[config.mk]
export PLATFORM = sky130hd
export DESIGN_NAME = spi_main_ctrl_flat
export DESIGN_NICKNAME = d
export VERILOG_FILES = /design/src/rtl/spi_pkg.sv /design/src/rtl/spi_main_ctrl_if.sv /design/src/rtl/spi_shreg.sv /design/src/rtl/spi_main_ctrl.sv /design/src/flat_wrapper.sv
export SDC_FILE = /design/constraint.sdc
export NUM_CORES = 1
export LEC_CHECK = 0
export CORE_ASPECT_RATIO = 1.75
export CORE_MARGIN = 3
export CORE_UTILIZATION = 57
export CTS_CLUSTER_DIAMETER = 80
export DETAILED_ROUTE_END_ITERATION = 10
export GPL_ROUTABILITY_DRIVEN = 0
export GPL_TIMING_DRIVEN = 0
export HOLD_SLACK_MARGIN = 0.1
export MAX_ROUTING_LAYER = met4
export PLACE_DENSITY = 0.84
export SETUP_SLACK_MARGIN = 0.4
export SLEW_MARGIN = 15
export SYNTH_ARGS = -nofsm -noshare
export SYNTH_HDL_FRONTEND = slang
export SYNTH_HIERARCHICAL = 1
export SYNTH_SLANG_ARGS = --single-unit
[constraint.sdc]
create_clock -name sclk -period 5.95 [get_ports sclk]
set_clock_uncertainty 0.2 [all_clocks]
set_input_delay 1.19 -clock sclk [delete_from_list [all_inputs] [get_ports sclk]]
set_output_delay 1.19 -clock sclk [all_outputs]
set_load 0.05 [all_outputs]
[src/rtl/spi_pkg.sv]
// Shared widths, opcodes, frame layout and state encoding for the SPI main controller.
package spi_pkg;

    localparam int unsigned FRAME_W = 44;
    localparam int unsigned OP_W    = 2;
    localparam int unsigned ADDR_W  = 10;
    localparam int unsigned DATA_W  = 32;

    localparam logic [OP_W-1:0] OP_READ  = 2'b00;
    localparam logic [OP_W-1:0] OP_WRITE = 2'b01;

    typedef struct packed {
        logic [OP_W-1:0]   op;
        logic [ADDR_W-1:0] addr;
        logic [DATA_W-1:0] data;
    } spi_frame_t;

    typedef enum logic [2:0] {
        ST_IDLE      = 3'd0,
        ST_SHIFT_OUT = 3'd1,
        ST_TURN      = 3'd2,
        ST_SHIFT_IN  = 3'd3,
        ST_RESP      = 3'd4,
        ST_GAP       = 3'd5
    } spi_main_state_e;

endpackage

[src/rtl/spi_main_ctrl_if.sv]
// Request/response handshake bundle between on-chip requesters and the SPI main controller.
interface spi_main_ctrl_if;
    import spi_pkg::*;

    logic                req_valid;
    logic                req_ready;
    logic [OP_W-1:0]     req_op;
    logic [ADDR_W-1:0]   req_addr;
    logic [DATA_W-1:0]   req_wdata;
    logic                rsp_valid;
    logic                rsp_ready;
    logic [FRAME_W-1:0]  rsp_frame;
    logic [DATA_W-1:0]   rsp_rdata;
    logic                rsp_err;

    modport master (
        output req_valid, req_op, req_addr, req_wdata, rsp_ready,
        input  req_ready, rsp_valid, rsp_frame, rsp_rdata, rsp_err
    );

    modport slave (
        input  req_valid, req_op, req_addr, req_wdata, rsp_ready,
        output req_ready, rsp_valid, rsp_frame, rsp_rdata, rsp_err
    );

endinterface

[src/rtl/spi_shreg.sv]
// MSB-first shift register with parallel load; load wins over shift.
module spi_shreg
    import spi_pkg::*;
#(
    parameter int unsigned W = FRAME_W
) (
    input  logic         sclk,
    input  logic         rst,
    input  logic         load,
    input  logic [W-1:0] load_val,
    input  logic         shift_en,
    input  logic         sin,
    output logic         sout,
    output logic [W-1:0] pout
);

    logic [W-1:0] q;

    always_ff @(posedge sclk) begin
        if (rst) begin
            q <= '0;
        end else if (load) begin
            q <= load_val;
        end else if (shift_en) begin
            q <= {q[W-2:0], sin};
        end
    end

    assign sout = q[W-1];
    assign pout = q;

endmodule

[src/rtl/spi_main_ctrl.sv]
// SPI main controller: one 44-bit command frame out, turnaround, one 44-bit response frame in,
// echo check, then a held response handshake.
module spi_main_ctrl
    import spi_pkg::*;
#(
    parameter int unsigned TURN_CYCLES = 2,
    parameter int unsigned GAP_CYCLES  = 2
) (
    input  logic            sclk,
    input  logic            rst,
    spi_main_ctrl_if.slave  bus,
    output logic            cs_n,
    output logic            mosi,
    input  logic            miso,
    output logic            busy
);

    localparam int unsigned CNT_W = 7;
    localparam logic [CNT_W-1:0] LAST_BIT  = CNT_W'(FRAME_W - 1);
    localparam logic [CNT_W-1:0] LAST_TURN = CNT_W'(TURN_CYCLES - 1);
    localparam logic [CNT_W-1:0] LAST_GAP  = CNT_W'(GAP_CYCLES - 1);

    localparam logic [2:0] S_IDLE      = ST_IDLE;
    localparam logic [2:0] S_SHIFT_OUT = ST_SHIFT_OUT;
    localparam logic [2:0] S_TURN      = ST_TURN;
    localparam logic [2:0] S_SHIFT_IN  = ST_SHIFT_IN;
    localparam logic [2:0] S_RESP      = ST_RESP;
    localparam logic [2:0] S_GAP       = ST_GAP;

    logic [2:0]         state_q, state_nxt;
    logic [CNT_W-1:0]   cnt_q, cnt_nxt;
    logic               tx_load, tx_shift, rx_shift, rsp_capture;
    logic               req_ready_q, rsp_valid_q, rsp_err_q, cs_n_q, busy_q;
    logic [FRAME_W-1:0] rsp_frame_q;
    logic [OP_W-1:0]    sent_op_q;
    logic [ADDR_W-1:0]  sent_addr_q;
    logic [FRAME_W-1:0] tx_pout, rx_pout;
    logic               rx_sout;
    spi_frame_t         req_frame, rx_frame;

    assign req_frame = {bus.req_op, bus.req_addr, bus.req_wdata};
    // Frame as it will look once the bit on miso this cycle is shifted in.
    assign rx_frame  = {rx_pout[FRAME_W-2:0], miso};

    spi_shreg #(.W(FRAME_W)) u_tx (
        .sclk     (sclk),
        .rst      (rst),
        .load     (tx_load),
        .load_val (req_frame),
        .shift_en (tx_shift),
        .sin      (1'b0),
        .sout     (mosi),
        .pout     (tx_pout)
    );

    spi_shreg #(.W(FRAME_W)) u_rx (
        .sclk     (sclk),
        .rst      (rst),
        .load     (1'b0),
        .load_val ('0),
        .shift_en (rx_shift),
        .sin      (miso),
        .sout     (rx_sout),
        .pout     (rx_pout)
    );

    logic unused_ok;
    assign unused_ok = ^{tx_pout, rx_sout};

    always_ff @(posedge sclk) begin
        if (rst) begin
            state_q <= S_IDLE;
            cnt_q   <= '0;
        end else begin
            state_q <= state_nxt;
            cnt_q   <= cnt_nxt;
        end
    end

    // Next state, shared cycle counter and datapath strobes.
    always_comb begin
        state_nxt   = state_q;
        cnt_nxt     = cnt_q;
        tx_load     = 1'b0;
        tx_shift    = 1'b0;
        rx_shift    = 1'b0;
        rsp_capture = 1'b0;
        case (state_q)
            S_IDLE: begin
                cnt_nxt = '0;
                if (bus.req_valid && req_ready_q) begin
                    tx_load   = 1'b1;
                    state_nxt = S_SHIFT_OUT;
                end
            end
            S_SHIFT_OUT: begin
                tx_shift = 1'b1;
                cnt_nxt  = cnt_q + CNT_W'(1);
                if (cnt_q == LAST_BIT) begin
                    cnt_nxt   = '0;
                    state_nxt = S_TURN;
                end
            end
            S_TURN: begin
                cnt_nxt = cnt_q + CNT_W'(1);
                if (cnt_q == LAST_TURN) begin
                    cnt_nxt   = '0;
                    state_nxt = S_SHIFT_IN;
                end
            end
            S_SHIFT_IN: begin
                rx_shift = 1'b1;
                cnt_nxt  = cnt_q + CNT_W'(1);
                if (cnt_q == LAST_BIT) begin
                    rsp_capture = 1'b1;
                    cnt_nxt     = '0;
                    state_nxt   = S_RESP;
                end
            end
            S_RESP: begin
                cnt_nxt = '0;
                if (rsp_valid_q && bus.rsp_ready) begin
                    state_nxt = S_GAP;
                end
            end
            S_GAP: begin
                cnt_nxt = cnt_q + CNT_W'(1);
                if (cnt_q == LAST_GAP) begin
                    cnt_nxt   = '0;
                    state_nxt = S_IDLE;
                end
            end
            default: begin
                cnt_nxt   = '0;
                state_nxt = S_IDLE;
            end
        endcase
    end

    // Registered outputs follow the state being entered so they line up with it.
    always_ff @(posedge sclk) begin
        if (rst) begin
            cs_n_q      <= 1'b1;
            busy_q      <= 1'b0;
            req_ready_q <= 1'b0;
            rsp_valid_q <= 1'b0;
            rsp_frame_q <= '0;
            rsp_err_q   <= 1'b0;
            sent_op_q   <= '0;
            sent_addr_q <= '0;
        end else begin
            cs_n_q      <= !(state_nxt inside {S_SHIFT_OUT, S_TURN, S_SHIFT_IN});
            busy_q      <= (state_nxt != S_IDLE);
            req_ready_q <= (state_nxt == S_IDLE);
            rsp_valid_q <= (state_nxt == S_RESP);
            if (tx_load) begin
                sent_op_q   <= bus.req_op;
                sent_addr_q <= bus.req_addr;
            end
            if (rsp_capture) begin
                rsp_frame_q <= rx_frame;
                rsp_err_q   <= (rx_frame.op != sent_op_q) || (rx_frame.addr != sent_addr_q);
            end
        end
    end

    assign cs_n          = cs_n_q;
    assign busy          = busy_q;
    assign bus.req_ready = req_ready_q;
    assign bus.rsp_valid = rsp_valid_q;
    assign bus.rsp_frame = rsp_frame_q;
    assign bus.rsp_rdata = rsp_frame_q[DATA_W-1:0];
    assign bus.rsp_err   = rsp_err_q;

endmodule

[src/flat_wrapper.sv]
// flat-port wrapper written by rule: the top's interface ports become plain ports
module spi_main_ctrl_flat import spi_pkg::*;
#(
    parameter int unsigned TURN_CYCLES = 2,
    parameter int unsigned GAP_CYCLES  = 2
)
  (sclk, rst, cs_n, mosi, miso, busy, bus_req_valid, bus_req_op, bus_req_addr, bus_req_wdata, bus_rsp_ready, bus_req_ready, bus_rsp_valid, bus_rsp_frame, bus_rsp_rdata, bus_rsp_err);
  spi_main_ctrl_if bus_i ();
  input  logic sclk;
  input  logic rst;
  output logic cs_n;
  output logic mosi;
  input  logic miso;
  output logic busy;
  input wire logic [$bits(bus_i.req_valid)-1:0] bus_req_valid;
  input wire logic [$bits(bus_i.req_op)-1:0] bus_req_op;
  input wire logic [$bits(bus_i.req_addr)-1:0] bus_req_addr;
  input wire logic [$bits(bus_i.req_wdata)-1:0] bus_req_wdata;
  input wire logic [$bits(bus_i.rsp_ready)-1:0] bus_rsp_ready;
  output wire logic [$bits(bus_i.req_ready)-1:0] bus_req_ready;
  output wire logic [$bits(bus_i.rsp_valid)-1:0] bus_rsp_valid;
  output wire logic [$bits(bus_i.rsp_frame)-1:0] bus_rsp_frame;
  output wire logic [$bits(bus_i.rsp_rdata)-1:0] bus_rsp_rdata;
  output wire logic [$bits(bus_i.rsp_err)-1:0] bus_rsp_err;
  assign bus_i.req_valid = bus_req_valid;
  assign bus_i.req_op = bus_req_op;
  assign bus_i.req_addr = bus_req_addr;
  assign bus_i.req_wdata = bus_req_wdata;
  assign bus_i.rsp_ready = bus_rsp_ready;
  assign bus_req_ready = bus_i.req_ready;
  assign bus_rsp_valid = bus_i.rsp_valid;
  assign bus_rsp_frame = bus_i.rsp_frame;
  assign bus_rsp_rdata = bus_i.rsp_rdata;
  assign bus_rsp_err = bus_i.rsp_err;
  spi_main_ctrl #(.TURN_CYCLES(TURN_CYCLES), .GAP_CYCLES(GAP_CYCLES)) u_core (.sclk(sclk), .rst(rst), .bus(bus_i), .cs_n(cs_n), .mosi(mosi), .miso(miso), .busy(busy));
endmodule
==> tab_implementation.tex <==
\begin{tabular}{lr}
\hline
Metric & Value \\
\hline
\multicolumn{2}{l}{\textbf{Status}} \\
\quad Run status & finished, final reports clean \\
\multicolumn{2}{l}{\textbf{Critical path}} \\
\quad Worst reg-to-reg path cell count & 9 \\
\quad Required time of the worst setup path & 4.56 ns \\
\quad End of the worst register-to-register path & u\_core/u\_tx/pout[36] \\
\quad Class of the most critical setup path & flop to output pin \\
\quad Critical Path Fanout Max & 3 \\
\quad Sort of element at the start of the critical path & flop \\
\quad Critical path capture point type & output pin \\
\quad Register-to-register setup slack & 3.22 ns \\
\quad Crit path DAT & 1.72 ns \\
\quad Launch point of the worst reg-to-reg path & u\_core/state\_q[1] \\
\multicolumn{2}{l}{\textbf{Hold path}} \\
\quad Endpoint with the worst hold slack & u\_core/sent\_addr\_q[6] \\
\quad Worst hold path class & flop to flop \\
\quad Worst hold start & u\_core/sent\_addr\_q[6] \\
\quad Number of cells on the worst hold path & 2 \\
\multicolumn{2}{l}{\textbf{Timing}} \\
\quad Timing-limited maximum frequency & 322 MHz \\
\quad Min Hold Slack & 0.274 ns \\
\quad Worst-margin pin slew & 0.823 ns \\
\quad Fin Setup TNS & 0 ns \\
\quad Max transition margin & 43.7\% \\
\quad Count of final hold-check violations & 0 \\
\quad Clock period minus worst slack & 3.11 ns \\
\quad Final period util & 52.3\% \\
\quad Final setup violation count & 0 \\
\quad RSZ-0062 raised after global routing & no \\
\quad Final Slew Violations & 0 \\
\multicolumn{2}{l}{\textbf{Yosys}} \\
\quad Number of instances in the synthesized netlist & 712 \\
\quad Ys Warns & 6 \\
\quad Post-synthesis average cell area & 10.1 um\^{}2 \\
\quad Netlist area before placement & 7210 um\^{}2 \\
\multicolumn{2}{l}{\textbf{Die}} \\
\quad Placeable Area & 12200 um\^{}2 \\
\quad Overall die area & 14100 um\^{}2 \\
\quad Std cell rows & 53 \\
\quad Die height & 155 um \\
\quad Effective utilization at floorplan & 59.1\% \\
\quad Count of boundary I/O pins & 131 \\
\quad Width of the chip & 91.0 um \\
\multicolumn{2}{l}{\textbf{Cells and area}} \\
\quad Leading cell types in the layout, fill and taps excluded & 158 x dfxtp\_1, 131 x mux2i\_1, 130 x clkdlybuf4s50\_1 \\
\quad Number of nets in the finished design & 956 \\
\quad Area growth, synth to finish & 31.1\% \\
\quad Share of post-route cells with drive strength above 1 & 11.0\% \\
\quad N\_diodes & 0 \\
\quad Footprint of the multi-input gates & 3550 um\^{}2 \\
\quad Filler cell count & 887 \\
\quad Register Area & 3160 um\^{}2 \\
\quad Leading cell type in the layout, fill and taps excluded & dfxtp\_1 \\
\multicolumn{2}{l}{\textbf{Pwr}} \\
\quad Leakage Power & 3.38 nW \\
\quad Power Dens Cells & 259 nW/um\^{}2 \\
\quad Worst ir drop on vdd & 0.000236 V \\
\quad Sum of internal, switching and leakage power & 2.45 mW \\
\multicolumn{2}{l}{\textbf{Clocking}} \\
\quad Clk\_lat worst skew & 0.42 ns \\
\quad Root cell of the clock tree & clkbuf\_16 \\
\quad TritonCTS clock tree & yes \\
\quad Post-cts sizing count & 0 \\
\quad H-tree levels & 4 \\
\quad Number of buffers created by CTS & 17 \\
\quad Post-CTS setup buffer count & 0 \\
\quad Maximum number of buffers from clock root to sink & 2 \\
\quad Number of hold buffers added after cts & 0 \\
\quad Clock-pin slew of the registers on the worst-case setup and hold paths & 0.07 ns \\
\quad Number of sinks on the clock net & 158 \\
\multicolumn{2}{l}{\textbf{Routing}} \\
\quad Total vias in the final route & 5602 \\
\quad \# DRC & 0 \\
\quad Wire length per cell after detailed routing & 15.3 um \\
\quad First DRT Iteration DRCs & 167 \\
\quad WL final & 16600 um \\
\quad Avg Vias per Cell & 5.18 \\
\quad Antenna Violating Nets Remaining & 0 \\
\quad First-pass iteration count of the detailed router & 4 \\
\multicolumn{2}{l}{\textbf{Global route}} \\
\quad Via count of the first global-routing pass & 6069 \\
\quad Aggregate global routing overflow & 0 \\
\quad Global-route wire length before repair & 28400 um \\
\quad Met3 layer usage reported by global route & 4.62\% \\
\quad Pin count of the biggest net entering global routing & 17 \\
\quad Global-route layer with the greatest usage & met2 \\
\quad Initial antenna violation count & 0 \\
\quad Global Route met2 Usage & 47.2\% \\
\quad Total routing usage reported by global routing & 25.2\% \\
\quad Global Route met1 Usage & 26.1\% \\
\multicolumn{2}{l}{\textbf{Run}} \\
\quad Max-cap violation count & 0 \\
\multicolumn{2}{l}{\textbf{Placement}} \\
\quad IO buf count & 130 \\
\quad Post-detail-place hpwl & 12300 um \\
\hline
\end{tabular}
## worst max-delay path by stage
stage                              from                   end  cells past startpoint
6_report       u_core/bus.rsp_frame[13]     bus_rsp_rdata[13]                      2
5_1_grt                   bus_req_valid   u_core/u_tx/pout[9]                      8
4_1_cts         u_core/bus.rsp_frame[3]      bus_rsp_rdata[3]                      2
3_5_place_dp              bus_req_valid   u_core/u_tx/pout[9]                      8
3_3_place_gp              bus_req_valid   u_core/u_tx/pout[7]                      8
2_1_floorplan             bus_req_valid  u_core/u_tx/pout[23]                      7
## area by class of cell
| type | instances | area share [%] |
|---|---|---|
| plain buffers | 86 | 6.66 |
| well taps | 165 | 2.18 |
| inverters | 9 | 0.357 |
| flip-flops and latches | 158 | 33.5 |
| clock inverters | 13 | 1.38 |
| repair buffers | 130 | 13.8 |
| clock buffers | 18 | 4.65 |
| multi-input cells | 503 | 37.5 |
## critical path, cell delays in order, from the launching register on
cell	delay, ns
dfxtp_1	0.39
buf_4	0.13
clkdlybuf4s50_1	0.79
## metal layers
layer | up-vias | routed length [um]
li1 | 2798 | -
met1 | 2657 | 6480
met2 | 123 | 9260
met3 | 24 | 589
met4 | 0 | 246
met5 | - | 0
## state kept, by name, indices dropped and copies added, names as in the netlist
signal                count
u_core/u_rx/pout         43
u_core/bus.rsp_frame     44
u_core/cs_n               1
u_core/u_tx/pout         44
u_core/cnt_q              7
u_core/bus.rsp_valid      1
u_core/sent_addr_q       10
u_core/state_q            3
u_core/busy               1
u_core/bus.req_ready      1
u_core/sent_op_q          2
u_core/bus.rsp_err        1
## stage by stage
stage,setup slack [ns],util [%],instance area [um^2],cells
after floorplan,3.37,-,7370,756
after global placement,2.56,72.8,8880,1051
after detailed placement,2.47,72.8,8880,1051
after CTS,2.83,77.5,9450,1082
after global routing,2.76,77.5,9450,1082
final,2.84,77.5,9450,1082
## power breakdown
group,internal (mW),total [mW],switching (mW)
registers,1.11,1.15,0.0399
clock network,0.594,1.04,0.444
logic,0.127,0.254,0.127
total,1.83,2.45,0.611
(Power assumes the default switching activity.)
